<file path="src/rtl/mem_port_arbiter.sv">
// rtl/mem_port_arbiter.sv - two-port (CPU/host) memory arbiter with CPU priority and a host starvation guard
// Single-cycle grant, one-cycle ack; read data bypasses into a per-port hold register.
module mem_port_arbiter #(
  parameter int STARVE_LIMIT = 4,
  parameter int AW           = 10
) (
  input  logic          clk,
  input  logic          rst,
  input  logic          cpu_req,
  input  logic          cpu_we,
  input  logic [AW-1:0] cpu_addr,
  input  logic [31:0]   cpu_wdata,
  output logic          cpu_gnt,
  output logic          cpu_stall,
  output logic          cpu_ack,
  output logic [31:0]   cpu_rdata,
  input  logic          host_req,
  input  logic          host_we,
  input  logic [AW-1:0] host_addr,
  input  logic [31:0]   host_wdata,
  output logic          host_gnt,
  output logic          host_ack,
  output logic [31:0]   host_rdata,
  output logic          mem_en,
  output logic          mem_we,
  output logic [AW-1:0] mem_addr,
  output logic [31:0]   mem_wdata,
  input  logic [31:0]   mem_rdata
);

  localparam int SW = (STARVE_LIMIT < 1) ? 1 : $clog2(STARVE_LIMIT + 1);
  localparam logic [SW-1:0] LIMIT = SW'(STARVE_LIMIT);

  localparam logic [1:0] OWN_NONE = 2'd0;
  localparam logic [1:0] OWN_CPU  = 2'd1;
  localparam logic [1:0] OWN_HOST = 2'd2;

  logic [SW-1:0] starve_cnt_q, starve_cnt_d;
  logic [1:0]    owner_q, owner_d;
  logic          rd_q, rd_d;
  logic [31:0]   cpu_hold_q, cpu_hold_d;
  logic [31:0]   host_hold_q, host_hold_d;
  logic          host_win;
  logic          cpu_rd_ack;
  logic          host_rd_ack;

  always_comb begin
    host_win  = host_req && (!cpu_req || (starve_cnt_q == LIMIT));
    cpu_gnt   = !rst && cpu_req && !host_win;
    host_gnt  = !rst && host_win;
    cpu_stall = !rst && cpu_req && !cpu_gnt;

    mem_en    = cpu_gnt || host_gnt;
    mem_we    = 1'b0;
    mem_addr  = '0;
    mem_wdata = '0;
    if (cpu_gnt) begin
      mem_we    = cpu_we;
      mem_addr  = cpu_addr;
      mem_wdata = cpu_wdata;
    end else if (host_gnt) begin
      mem_we    = host_we;
      mem_addr  = host_addr;
      mem_wdata = host_wdata;
    end
  end

  // The counter only runs while the host is actually being passed over; it saturates at LIMIT.
  always_comb begin
    starve_cnt_d = starve_cnt_q;
    if (!host_req || host_gnt) begin
      starve_cnt_d = '0;
    end else if (cpu_gnt && (starve_cnt_q != LIMIT)) begin
      starve_cnt_d = starve_cnt_q + 1'b1;
    end
  end

  always_comb begin
    owner_d = OWN_NONE;
    rd_d    = 1'b0;
    if (cpu_gnt) begin
      owner_d = OWN_CPU;
      rd_d    = !cpu_we;
    end else if (host_gnt) begin
      owner_d = OWN_HOST;
      rd_d    = !host_we;
    end
  end

  // Memory data only exists in the ack cycle, so it is forwarded then and captured for later cycles.
  always_comb begin
    cpu_ack     = !rst && (owner_q == OWN_CPU);
    host_ack    = !rst && (owner_q == OWN_HOST);
    cpu_rd_ack  = cpu_ack && rd_q;
    host_rd_ack = host_ack && rd_q;
    cpu_hold_d  = cpu_rd_ack ? mem_rdata : cpu_hold_q;
    host_hold_d = host_rd_ack ? mem_rdata : host_hold_q;
    cpu_rdata   = rst ? 32'd0 : cpu_hold_d;
    host_rdata  = rst ? 32'd0 : host_hold_d;
  end

  always_ff @(posedge clk) begin
    if (rst) begin
      starve_cnt_q <= '0;
      owner_q      <= OWN_NONE;
      rd_q         <= 1'b0;
      cpu_hold_q   <= '0;
      host_hold_q  <= '0;
    end else begin
      starve_cnt_q <= starve_cnt_d;
      owner_q      <= owner_d;
      rd_q         <= rd_d;
      cpu_hold_q   <= cpu_hold_d;
      host_hold_q  <= host_hold_d;
    end
  end

endmodule

</file>
<file path="config.mk">
export PLATFORM = sky130hd
export DESIGN_NAME = mem_port_arbiter
export DESIGN_NICKNAME = d
export VERILOG_FILES = /design/src/rtl/mem_port_arbiter.sv
export SDC_FILE = /design/constraint.sdc
export NUM_CORES = 1
export LEC_CHECK = 0
export CORE_MARGIN = 2
export CORE_UTILIZATION = 40
export CTS_BUF_LIST = sky130_fd_sc_hd__clkbuf_4 sky130_fd_sc_hd__clkbuf_8
export DETAILED_ROUTE_END_ITERATION = 12
export PLACE_DENSITY = 0.9
export SYNTH_ARGS = -nofsm -noshare
export SYNTH_HDL_FRONTEND = slang
export SYNTH_SLANG_ARGS = --single-unit
</file>
<file path="constraint.sdc">
create_clock -name clk -period 2.1 [get_ports clk]
set_input_delay 0.315 -clock clk [delete_from_list [all_inputs] [get_ports clk]]
set_output_delay 0.315 -clock clk [all_outputs]
set_load 0.03 [all_outputs]
</file>
==> results.sh, run 1 <==
export IMPL_grt_pass1_vias=3908
export IMPL_cts_setup_buffers=0
export IMPL_timing_fmax_mhz=492.7
export IMPL_yosys_area_top_type="dfxtp_1"
export IMPL_routed_via_density=5.096
export IMPL_core_area_um2=10230
export IMPL_synth_nets=524
export IMPL_hold_path_class="register to register"
export IMPL_antenna_left=0
export IMPL_fin_ws_ns=0.07050
export IMPL_pin_count=235
export IMPL_stdcell_count=758
export IMPL_initial_core_util_pct=40.74
export IMPL_hold_start="starve_cnt_q[0]"
export IMPL_slew_headroom_pct=63.83
export IMPL_synth_top_cell_area_share_pct=33.62
export IMPL_r2r_end="cpu_hold_q[31]"
export IMPL_grt_overflow=0
export IMPL_cts_tree="done"
export IMPL_cp_start_kind="register"
export IMPL_yosysMostFrequentCell="nand3b_1"
export IMPL_wl_mm=13.45
export IMPL_maxCapViolations=0
export IMPL_drive_gt1_share_pct=37.46
export IMPL_r2r_start="owner_q[1]"
export IMPL_vdd_drop_max_v=0.0003449
export IMPL_synthCells=400
export IMPL_n_fill_cell=816
export IMPL_r2r_slack_ns=0.83
export IMPL_grt_max_degree=81
export IMPL_finalHoldViolCount=0
export IMPL_total_power_mw=3.230
export IMPL_rsz0062_at_grt="yes"
export IMPL_tightest_slew_ns=0.5426
export IMPL_port_buffers=234
export IMPL_netlist_top_cells_area="dfxtp_1 34%, mux2_4 22%, nand3b_1 16%, nor2b_1 9.6%, o22ai_1 6.6%"
export IMPL_worstPathArrival_ns=1.71
export IMPL_grt_pass1_wl_mm=20.32
export IMPL_placed_cells_incl_taps=740
export IMPL_cts_hold_buffers=0
export IMPL_critical_path_class="register to output port"
export IMPL_gp_congestion=0.8267
export IMPL_root_buffer="clkbuf_8"
export IMPL_end_kind="output port"
export IMPL_chipWidth_um=106.1
export IMPL_synth_edff_count=0
export IMPL_n_antenna_cell=0
export IMPL_regArea_um2=1405
export IMPL_max_stage_delay_ns=0.34
export IMPL_async_reset_ff_share_pct=0
export IMPL_dieArea_um2=11250
export IMPL_status="completed"
export IMPL_critPathBufInv=3
export IMPL_synth_common_cells="87 x nand3b_1, 70 x dfxtp_1, 64 x nor2b_1, 60 x mux2_4, 44 x o22ai_1"
export IMPL_power_density_nw_per_um2=489.5
export IMPL_maxSlewViolCount=0
export IMPL_finalCritPeriodShare_pct=96.64
export IMPL_ys_flop_type="dfxtp_1"
export IMPL_critPathRequiredTime_ns=1.78
export IMPL_period_needed_ns=2.029
export IMPL_antenna_found_initial=0
export IMPL_clk_pin_slew_ns=0.07
export IMPL_routedWlPerCell_um=17.74
export IMPL_pre_cts_slack_ns=-0.07059
export IMPL_synth_area_um2=4168
export IMPL_multi_input_area_um2=2605
export IMPL_nets=741
export IMPL_rows=37
export IMPL_cp_cell_sequence="inv_1, ha_4, and3_4, buf_12, o22ai_1, buf_4"
export IMPL_first_iter_violations=170
export IMPL_ys_ff_latch=70
export IMPL_syn_avg_cell_area_um2=10.42
export IMPL_r2r_cells=3
export IMPL_worst_path_max_delay_cell="dfxtp_1"
export IMPL_synth_distinct_cells=23
export IMPL_cts_buffers=9
export IMPL_yosysSeqAreaShare_pct=33.62
export IMPL_worstPathMaxFanout=20
export IMPL_htreeDepth=3
export IMPL_worstHoldEndpoint="starve_cnt_q[0]"
export IMPL_die_h_um=106.1
export IMPL_drc=0
export IMPL_timing_critical_path_from="starve_cnt_q[1]"
export IMPL_drtPass1Iterations=5
export IMPL_setup_viol=0
export IMPL_leakage_nw=2.937
export IMPL_syn_to_final_growth_pct=58.33
export IMPL_finalClockSkew_ns=0.005830
export IMPL_clock_latency_ns=0.34
export IMPL_ys_warn_count=0
export IMPL_vias=3863
export IMPL_grtUsageTotal_pct=22.79
export IMPL_cts_path_max_buffers=2
export IMPL_critPathTopFamily="buffers and inverters"
export IMPL_cts_sinks=70
export IMPL_dpl_hpwl_mm=9.861
export IMPL_holdPathStages=1
[metrics by stage]
step           utilization, %  hold WS [ns]  cell area [µm²]  setup TNS (ns)
2_1_floorplan               -        0.4273             4173               0
3_3_place_gp            63.83        0.4374             6530        -0.01149
3_5_place_dp            63.83        0.4634             6530          -1.692
4_1_cts                 64.96        0.4744             6646        -0.02176
5_1_grt                 64.50        0.4544             6599        -0.01266
6_report                64.50        0.4257             6599               0
[what timing repair did]
item | in CTS | in global routing
resized for setup | 254 | 53
cloned | 0 | 2
setup endpoints to repair | 101 | 66
[cells in the final DEF, fill, tap and decap left out, types with 2 or more instances in the layout]
master and instances:
clkdlybuf4s50_1 120, dfxtp_2 3, mux2_4 60, buf_6 3, nor2b_1 64, o22ai_2 9, nor2_1 3, nand4bb_4 2
buf_12 11, dfxtp_1 67, nor3b_1 7, o22ai_1 33, mux2_2 4, inv_1 3, or3b_2 2, buf_2 57
o22ai_4 2, buf_4 59, clkbuf_8 10, clkinv_2 3, nand3b_1 87
[metal layers]
layer / global-route usage (%) / wire length, µm / vias to the layer above
li1: - / - / 1852
met1: 24.81 / 5035 / 1819
met2: 40.69 / 6963 / 170
met3: 8.032 / 1125 / 22
met4: 8.365 / 320 / 0
met5: 0 / 0 / -
[sequential cells by signal, summed over array words and instances (netlist names)]
register,count
host_hold_q,32
starve_cnt_q,3
rd_q,1
owner_q,2
cpu_hold_q,32
[power by group]
group	internal, mW	switching [mW]
Combinational	0.424	0.371
Clock	0.576	0.503
Sequential	1.35	0.00884
[how the worst max path moves through the flow]
stage / to / slack (ns) / cells past startpoint
2_1_floorplan: mem_wdata[10] / 0.14 / 6
3_3_place_gp: cpu_rdata[13] / -0.004 / 5
3_5_place_dp: host_rdata[21] / -0.07 / 5
4_1_cts: cpu_rdata[6] / -0.02 / 4
5_1_grt: mem_wdata[23] / -0.007 / 6
6_report: mem_wdata[10] / 0.07 / 6
[worst reg2reg max path: cells and delay by family (launching register included)]
family                 cells  cell delay, ns
buffers and inverters      1            0.19
flip-flops                 1            0.39
multiplexers               1            0.37
AND/OR/NAND/NOR            1            0.20
[final cells by class]
class                           count  area share [%]
Multi-Input combinational cell    282           39.48
Timing Repair Buffer              251           33.47
Sequential cell                    70           21.29
Tap cell                          136           2.579
Clock buffer                       10           2.086
Clock inverter                      6          0.9291
Inverter                            3          0.1706
[cells by family after synthesis]
group                      share of synthesized area (%)
DFF                                                33.62
muxes                                              22.70
buffers and inverters                              7.535
and+or+nand+nor                                    28.55
adders and majority gates                         0.6003
AOI/OAI and AO/OA                                  6.995
Power figures use the tool's default switching activity.
==> inputs of run 2 (changes only) <==
==> constraint.sdc (replaced) <==
create_clock -name clk -period 2.1 [get_ports clk]
set_input_delay 0.525 -clock clk [delete_from_list [all_inputs] [get_ports clk]]
set_output_delay 0.525 -clock clk [all_outputs]
set_load 0.03 [all_outputs]
==> results.sh, run 2 (synthesized netlist as in run 1, its figures left out) <==
export IMPL_vdd_drop_max_v=0.0002996
export IMPL_tightest_slew_ns=0.4289
export IMPL_clk_pin_slew_ns=0.07
export IMPL_clock_latency_ns=0.34
export IMPL_placed_cells_incl_taps=756
export IMPL_worstPathArrival_ns=1.85
export IMPL_antenna_left=0
export IMPL_status="complete, but fails checks"
export IMPL_cts_buffers=9
export IMPL_n_fill_cell=547
export IMPL_initial_core_util_pct=40.74
export IMPL_chipWidth_um=106.1
export IMPL_finalHoldViolCount=0
export IMPL_antenna_found_initial=0
export IMPL_critical_path_class="register to output port"
export IMPL_timing_fmax_mhz=420.3
export IMPL_gp_congestion=0.8365
export IMPL_core_area_um2=10230
export IMPL_grt_max_degree=85
export IMPL_mostFrequentLayoutCell="clkdlybuf4s50_1"
export IMPL_finalClockSkew_ns=0.006796
export IMPL_fin_ws_ns=-0.2793
export IMPL_dieArea_um2=11250
export IMPL_drtPass1Iterations=5
export IMPL_dpl_hpwl_mm=10.25
export IMPL_slew_headroom_pct=71.40
export IMPL_finalCritPeriodShare_pct=113.3
export IMPL_critPathBufInv=6
export IMPL_worst_path_max_delay_cell="dfxtp_2"
export IMPL_vias=4314
export IMPL_power_density_nw_per_um2=445.8
export IMPL_grt_overflow=0
export IMPL_first_iter_violations=211
export IMPL_use_met1_pct=27.72
export IMPL_grtUsageTotal_pct=25.64
export IMPL_setup_viol=109
export IMPL_cts_sinks=70
export IMPL_top_usage_layer="met2"
export IMPL_grtUsageMet2_pct=45.25
export IMPL_leakage_nw=3.387
export IMPL_cts_tree="done"
export IMPL_final_cell_mix="118 x clkdlybuf4s50_1, 107 x buf_6, 87 x nand3b_1"
export IMPL_nets=783
export IMPL_cp_start_kind="register"
export IMPL_total_power_mw=3.570
export IMPL_drive_gt1_share_pct=46.39
export IMPL_htreeDepth=3
export IMPL_grt_pass1_vias=4423
export IMPL_routedWlPerCell_um=20.64
export IMPL_critPathRequiredTime_ns=1.57
export IMPL_period_needed_ns=2.379
export IMPL_pin_count=235
export IMPL_worstPathMaxFanout=5
export IMPL_violations="negative setup slack"
export IMPL_top_regs="cpu_hold_q x32, host_hold_q x32, starve_cnt_q x3"
export IMPL_rows=37
export IMPL_cpMostUsedCell="buf_6"
export IMPL_stdcell_count=800
export IMPL_cts_path_max_buffers=2
export IMPL_syn_to_final_growth_pct=92.16
export IMPL_drc=0
export IMPL_maxSlewViolCount=0
export IMPL_grt_pass1_wl_mm=22.76
export IMPL_maxCapViolations=0
export IMPL_fin_setup_tns_ns=-14.27
export IMPL_root_buffer="clkbuf_8"
export IMPL_port_buffers=234
export IMPL_end_kind="output port"
export IMPL_die_h_um=106.1
export IMPL_max_stage_delay_ns=0.33
export IMPL_hold_path_class="register to register"
export IMPL_grt_util_met3_pct=6.806
export IMPL_wl_mm=16.51
export IMPL_routed_via_density=5.393
export IMPL_rsz0062_at_grt="yes"
export IMPL_cp_cell_sequence="inv_2, ha_4, buf_6, a21boi_4, buf_6, buf_6, buf_12, o22ai_1, buf_4"
export IMPL_critPathTopFamily="buffers and inverters"
export IMPL_n_antenna_cell=0
## run 2: cell count changes in the layout (fill, tap and decap cells not counted), moves of 3 or more
| cell | change |
|---|---|
| o22ai_1 | -28 |
| buf_16 | +6 |
| buf_4 | -20 |
| buf_2 | -57 |
| o22ai_4 | +17 |
| clkdlybuf4s15_2 | +3 |
| o22ai_2 | +11 |
| buf_12 | +3 |
| buf_6 | +104 |
## run 2: timing repair
action / 4_1_cts / 5_1_grt
hold buffers: 0 / 0
pin swaps: 4 / 4
gates resized for setup: 450 / 68
setup endpoints to repair: 111 / 110
buffers inserted: 10 / 11
cloned: 7 / 3
## run 2: layer usage
metal  share of wire, %  up-vias
li1                   -     1944
met1                 37     2083
met2                 52      242
met3                6.7       45
met4                4.1        0
met5                  0        -
## run 2: path summary, 6_finish.rpt
kind,start,endpoint,slack (ns),depth (start not counted)
worst min-delay path,starve_cnt_q[0],starve_cnt_q[0],0.52,2
worst max register to register,starve_cnt_q[0],starve_cnt_q[2],0.61,6
worst max-delay path,starve_cnt_q[0],mem_wdata[16],-0.28,9
worst min register to register,starve_cnt_q[0],starve_cnt_q[0],0.52,2
## run 2: layout make-up
class,instances,area [µm²],share of cell area [%]
Clock buffer,10,131.4,1.640
Timing Repair Buffer,293,3283,40.99
Clock inverter,6,86.33,1.078
Multi-Input combinational cell,282,2914,36.38
Tap cell,136,170.2,2.125
Sequential cell,70,1413,17.64
Inverter,3,11.26,0.1406
## run 2: power breakdown
part	switching [mW]	total, mW	internal, mW
Sequential	0.00858	1.35	1.35
Clock	0.505	1.19	0.680
Combinational	0.462	1.03	0.569
## run 2: worst reg2reg max path: cells and delay by family (launching register included)
| family | cells | cell delay [ns] |
|---|---|---|
| buffers and inverters | 3 | 0.30 |
| AOI/OAI and AO/OA | 1 | 0.15 |
| and+or+nand+nor | 1 | 0.46 |
| DFF | 1 | 0.34 |
| adders and majority gates | 1 | 0.16 |
## run 2: through the flow
step / util, % / hold slack, ns / instance area [µm²] / setup slack (ns)
2_1_floorplan: - / 0.4273 / 4335 / -0.1520
3_3_place_gp: 66.53 / 0.4351 / 6807 / -0.4351
3_5_place_dp: 66.53 / 0.4514 / 6807 / -0.4675
4_1_cts: 74.27 / 0.5156 / 7599 / -0.2267
5_1_grt: 78.28 / 0.5421 / 8009 / -0.3000
6_report: 78.28 / 0.5227 / 8009 / -0.2793
